`config.mk`:
```
export PLATFORM = sky130hd
export DESIGN_NAME = lsu_bus_bridge
export DESIGN_NICKNAME = d
export VERILOG_FILES = /design/src/rtl/lsu_bus_bridge.sv
export SDC_FILE = /design/constraint.sdc
export NUM_CORES = 1
export LEC_CHECK = 0
export ABC_CLOCK_PERIOD_IN_PS = 4700
export CAP_MARGIN = 20
export CORE_MARGIN = 8
export CORE_UTILIZATION = 49
export DETAILED_ROUTE_END_ITERATION = 6
export PLACE_DENSITY = 0.87
export SETUP_SLACK_MARGIN = 0.15
export SYNTH_ARGS = -nofsm -noshare
export SYNTH_HDL_FRONTEND = slang
export SYNTH_SLANG_ARGS = --single-unit
export TNS_END_PERCENT = 20
```
`constraint.sdc`:
```
create_clock -name clk -period 4.7 [get_ports clk]
set_input_delay 1.175 -clock clk [delete_from_list [all_inputs] [get_ports clk]]
set_output_delay 1.175 -clock clk [all_outputs]
set_load 0.05 [all_outputs]
```
`src/rtl/lsu_bus_bridge.sv`:
```
// lsu_bus_bridge: datapath data port to req/ready word bus.
// Stalls the core while a load/store is on the bus.
module lsu_bus_bridge #(
    parameter int TIMEOUT = 16
) (
    input  logic        clk,
    input  logic        reset,
    input  logic        mem_rd,
    input  logic        mem_wr,
    input  logic [2:0]  funct3,
    input  logic [31:0] dAddr,
    input  logic [31:0] dWdata,
    output logic [31:0] dRdata,
    output logic        stall,
    output logic        misalign,
    output logic        bus_err,
    output logic        bus_req,
    output logic        bus_we,
    output logic [31:0] bus_addr,
    output logic [3:0]  bus_be,
    output logic [31:0] bus_wdata,
    input  logic        bus_ready,
    input  logic [31:0] bus_rdata
);

    localparam int CW = $clog2(TIMEOUT) + 1;

    typedef enum logic [1:0] {
        IDLE,
        REQ,
        DONE
    } state_t;

    state_t      state_q, state_d;
    logic [31:0] addr_q, addr_d;
    logic [31:0] wdata_q, wdata_d;
    logic [31:0] rdata_q, rdata_d;
    logic [3:0]  be_q, be_d;
    logic [2:0]  f3_q, f3_d;
    logic        we_q, we_d;
    logic        err_q, err_d;
    logic [CW-1:0] cnt_q, cnt_d;

    logic        act;
    logic        aligned;
    logic [3:0]  be_n;
    logic [31:0] wd_n;
    logic [31:0] lane_sh;
    logic [7:0]  lb;
    logic [15:0] lh;
    logic [31:0] ext;

    // Decode size from funct3: alignment, byte enables, lane data.
    always_comb begin
        act     = (mem_rd | mem_wr) & reset;
        aligned = (dAddr[1:0] == 2'b00);
        be_n    = 4'b1111;
        wd_n    = dWdata;
        unique case (1'b1)
            (funct3[1:0] == 2'b00): begin
                aligned = 1'b1;
                be_n    = 4'b0001 << dAddr[1:0];
                wd_n    = {4{dWdata[7:0]}};
            end
            (funct3[1:0] == 2'b01): begin
                aligned = ~dAddr[0];
                be_n    = dAddr[1] ? 4'b1100 : 4'b0011;
                wd_n    = {2{dWdata[15:0]}};
            end
            default: begin
            end
        endcase
        if (!mem_wr) begin
            be_n = 4'b1111;
            wd_n = '0;
        end
    end

    // Next-state logic for the transfer FSM and capture registers.
    always_comb begin
        state_d = state_q;
        addr_d  = addr_q;
        wdata_d = wdata_q;
        rdata_d = rdata_q;
        be_d    = be_q;
        f3_d    = f3_q;
        we_d    = we_q;
        err_d   = err_q;
        cnt_d   = cnt_q;
        unique case (state_q)
            IDLE: begin
                if (act && aligned) begin
                    addr_d  = dAddr;
                    wdata_d = wd_n;
                    be_d    = be_n;
                    f3_d    = funct3;
                    we_d    = mem_wr;
                    rdata_d = '0;
                    err_d   = 1'b0;
                    cnt_d   = '0;
                    state_d = REQ;
                end
            end
            REQ: begin
                if (bus_ready) begin
                    rdata_d = we_q ? 32'h0 : bus_rdata;
                    cnt_d   = '0;
                    state_d = DONE;
                end else if (cnt_q == CW'(TIMEOUT - 1)) begin
                    rdata_d = '0;
                    err_d   = 1'b1;
                    cnt_d   = '0;
                    state_d = DONE;
                end else if (cnt_q != {CW{1'b1}}) begin
                    cnt_d = cnt_q + 1'b1;
                end
            end
            DONE: begin
                err_d   = 1'b0;
                state_d = IDLE;
            end
            default: state_d = IDLE;
        endcase
    end

    // State and capture registers.
    always_ff @(posedge clk or negedge reset) begin
        if (!reset) begin
            state_q <= IDLE;
            addr_q  <= '0;
            wdata_q <= '0;
            rdata_q <= '0;
            be_q    <= '0;
            f3_q    <= '0;
            we_q    <= 1'b0;
            err_q   <= 1'b0;
            cnt_q   <= '0;
        end else begin
            state_q <= state_d;
            addr_q  <= addr_d;
            wdata_q <= wdata_d;
            rdata_q <= rdata_d;
            be_q    <= be_d;
            f3_q    <= f3_d;
            we_q    <= we_d;
            err_q   <= err_d;
            cnt_q   <= cnt_d;
        end
    end

    // Load extension from the captured word, selected by lane.
    always_comb begin
        lane_sh = rdata_q >> {addr_q[1:0], 3'b000};
        lb      = lane_sh[7:0];
        lh      = addr_q[1] ? rdata_q[31:16] : rdata_q[15:0];
        unique case (1'b1)
            (f3_q == 3'b000): ext = {{24{lb[7]}}, lb};
            (f3_q == 3'b100): ext = {24'h0, lb};
            (f3_q == 3'b001): ext = {{16{lh[15]}}, lh};
            (f3_q == 3'b101): ext = {16'h0, lh};
            default:          ext = rdata_q;
        endcase
    end

    // Core-side and bus-side outputs, quiet outside their states.
    always_comb begin
        bus_req   = (state_q == REQ);
        bus_we    = bus_req & we_q;
        bus_addr  = bus_req ? {addr_q[31:2], 2'b00} : 32'h0;
        bus_be    = bus_req ? be_q : 4'h0;
        bus_wdata = bus_req ? wdata_q : 32'h0;
        stall     = bus_req |
                    ((state_q == IDLE) & act & aligned);
        misalign  = (state_q == IDLE) & act & ~aligned;
        bus_err   = (state_q == DONE) & err_q;
        dRdata    = (state_q == DONE) ? ext : 32'h0;
    end

endmodule

```
==> impl_metrics.py <==
metrics = {
    "die": {
        "io_pins": 209,
        "fp.dieW_um": 124.8,
        "die_y_um": 124.8,
        "start_util": 0.5062,
        "core_area_sq_mm": 0.01147,
        "die_area_sq_mm": 0.01558,
        "rows": 39,
    },
    "global_routing": {
        "antenna_found_initial": 0,
        "grt_pass1_vias": 5388,
        "grt_pass1_wl_um": 29180,
        "grt.overflow.total": 0,
        "track_usage": 0.2277,
        "grt_max_degree": 67,
    },
    "detailed_routing": {
        "num_vias": 5260,
        "drc": 0,
        "routedWlPerCell_um": 20.02,
        "dr.pass1.iters": 5,
        "dr.first_iter.drc_count": 445,
        "wirelength_um": 18140,
        "drtAntennaViolNets": 0,
        "viasPerCell": 5.806,
    },
    "job": {
        "cap_violations": 0,
    },
    "placed_design": {
        "place_hpwl_um": 13550,
        "dp_cells": 890,
        "io_buffers": 206,
        "gp_congestion": 0.9643,
        "post-place-ws_ns": 0.8526,
    },
    "synth": {
        "synthFlopType": "dfrtp_1",
        "ys_ff_latch": 112,
        "synth.distinct_cells": 43,
        "synth_area_sq_mm": 0.005804,
        "synthArstFlopShare": 1.000,
        "synthCells": 570,
        "synth_edf_count": 0,
        "syn_area_per_cell_sq_um": 10.18,
        "yosysWarnings": 0,
        "yosysSeqAreaShare": 0.4829,
    },
    "sta": {
        "post-route-period-util": 0.8738,
        "fmax_ghz": 0.2435,
        "fin_ws_ns": 0.5932,
        "clock-skew-final_ns": 0.007935,
        "finalHoldViolations": 0,
        "setup_tns_ns": 0,
        "timing.final.crit_period_ns": 4.107,
        "slew_violations": 0,
        "maxSlewHeadroom": 0.4016,
        "rsz0062_at_grt": "no",
        "tightestPinTransition_ns": 0.8943,
        "setup_viol": 0,
    },
    "clock_network": {
        "postCtsSetupBuffers": 0,
        "insertion_delay_ns": 0.34,
        "hold_buffers": 0,
        "cts_buffer_depth": 2,
        "cts_made_buffers": 9,
        "cts_tree": "done",
        "cts.clk_slew.worst_paths_ns": 0.07,
        "cts.repair.resized": 0,
        "cts_sinks": 112,
        "cts.htree.levels": 3,
        "clockRootBuffer": "clkbuf_16",
    },
    "final_layout": {
        "area_growth_pct": 42.34,
        "fillers": 854,
        "register_area_sq_mm": 0.002803,
        "fin_cells": 906,
        "diodes": 0,
        "drive_above_1_share": 0.09961,
        "multi_input_area_sq_mm": 0.002726,
        "nets": 863,
    },
    "worst_setup_path": {
        "cp.required_ns": 3.52,
        "start_kind": "flop",
        "worst_setup_path_end_kind": "primary output",
        "cp.arrival_ns": 2.93,
        "cp_max_fo": 18,
        "worst-setup-path-type": "reg2out",
    },
    "power_and_ir_drop": {
        "p_leak_uw": 0.003588,
        "finalPower_uw": 3242,
        "ir_worst_vdd_uv": 255.4,
        "power_density_mw_per_mm2": 392.4,
    },
    "outcome": {
        "status": "finished clean",
    },
    "worst_hold_path": {
        "hold_class": "reg2reg",
    },
}
==> flip-flops by register name (all words and copies together), names as in the netlist <==
signal   flops
addr_q      32
be_q         4
cnt_q        5
err_q        1
f3_q         3
rdata_q     32
state_q      2
wdata_q     32
we_q         1
==> worst max-delay path: stages, from the launching register on <==
cell and delay [ns]:
dfrtp_1 0.65, mux2_2 0.30, mux2i_1 0.08, o31a_1 0.35
a221oi_1 0.33, clkdlybuf4s50_1 0.88
==> cells in the mapped netlist, types with 6 or more instances <==
cell type / n / share of area
buf_4: 6 / 0.0078
o31ai_1: 16 / 0.021
clkbuf_1: 27 / 0.017
and2_1: 69 / 0.074
a22o_1: 32 / 0.048
nor3_1: 9 / 0.0078
o22ai_1: 7 / 0.0075
nor2_1: 19 / 0.012
inv_1: 15 / 0.0097
mux2i_1: 28 / 0.048
a221oi_1: 8 / 0.012
dfrtp_1: 112 / 0.48
a21o_1: 18 / 0.023
nand2b_1: 6 / 0.0065
nand2_1: 44 / 0.028
mux2_2: 36 / 0.070
o21ai_0: 70 / 0.060
==> through the flow <==
step	hold slack (ns)	utilization	cell area, sq um
2_1_floorplan	0.4489	-	5808
3_3_place_gp	0.4657	0.6942	7960
3_5_place_dp	0.4726	0.6942	7960
4_1_cts	0.4895	0.7205	8262
5_1_grt	0.5175	0.7205	8262
6_report	0.4837	0.7205	8262
==> worst paths after layout <==
check                           start           to  slack [ns]  cells after the start
max                         addr_q[1]   dRdata[15]        0.59                      5
max in group asynchronous       reset  rdata_q[30]        2.45                      3
min in group asynchronous       reset  wdata_q[20]        1.01                      2
max reg2reg                state_q[1]    addr_q[8]        2.53                      5
min reg2reg                addr_q[27]   addr_q[27]        0.48                      1
min                        addr_q[27]   addr_q[27]        0.48                      1
==> per-layer routing <==
metal  track usage  up-vias  routed length, um
li1              -     2385                  -
met1        0.2786     2554               7237
met2        0.3785      281               8936
met3       0.05745       40               1388
met4       0.08683        0                580
met5             0        -                  0
==> cell usage in the layout, fill, tap and decap left out, drive strengths merged, types with 12 or more instances in the layout <==
master / count
inv: 17
o31ai: 16
a21o: 18
buf: 18
mux2i: 28
and2: 69
clkdlybuf4s50: 203
o21ai: 75
clkbuf: 12
nand2: 44
nor2: 20
a22o: 32
dfrtp: 112
mux2: 39
==> area by class of cell <==
| type | instances | share of cell area |
|---|---|---|
| flip-flops and latches | 112 | 0.3392 |
| multi-input cells | 398 | 0.3300 |
| clock buffers | 12 | 0.03226 |
| inverters | 16 | 0.007269 |
| clock inverters | 4 | 0.004240 |
| repair buffers | 221 | 0.2653 |
| well taps | 143 | 0.02166 |
==> power breakdown <==
part / leakage, uW / total [uW] / switching, uW / internal (uW)
Combinational: 0.00201 / 1120 / 650 / 470
Sequential: 0.00143 / 1370 / 174 / 1190
Clock: 0.000150 / 754 / 344 / 409
==> cell families after synthesis <==
family	Yosys count	share of synthesized area
flops	112	0.4829
other cells	1	0.0006461
buf+inv	61	0.04958
fa+ha+maj	1	0.002155
compound gates	167	0.1951
simple gates	161	0.1457
mux	67	0.1239
Power figures use the tool's default switching activity.
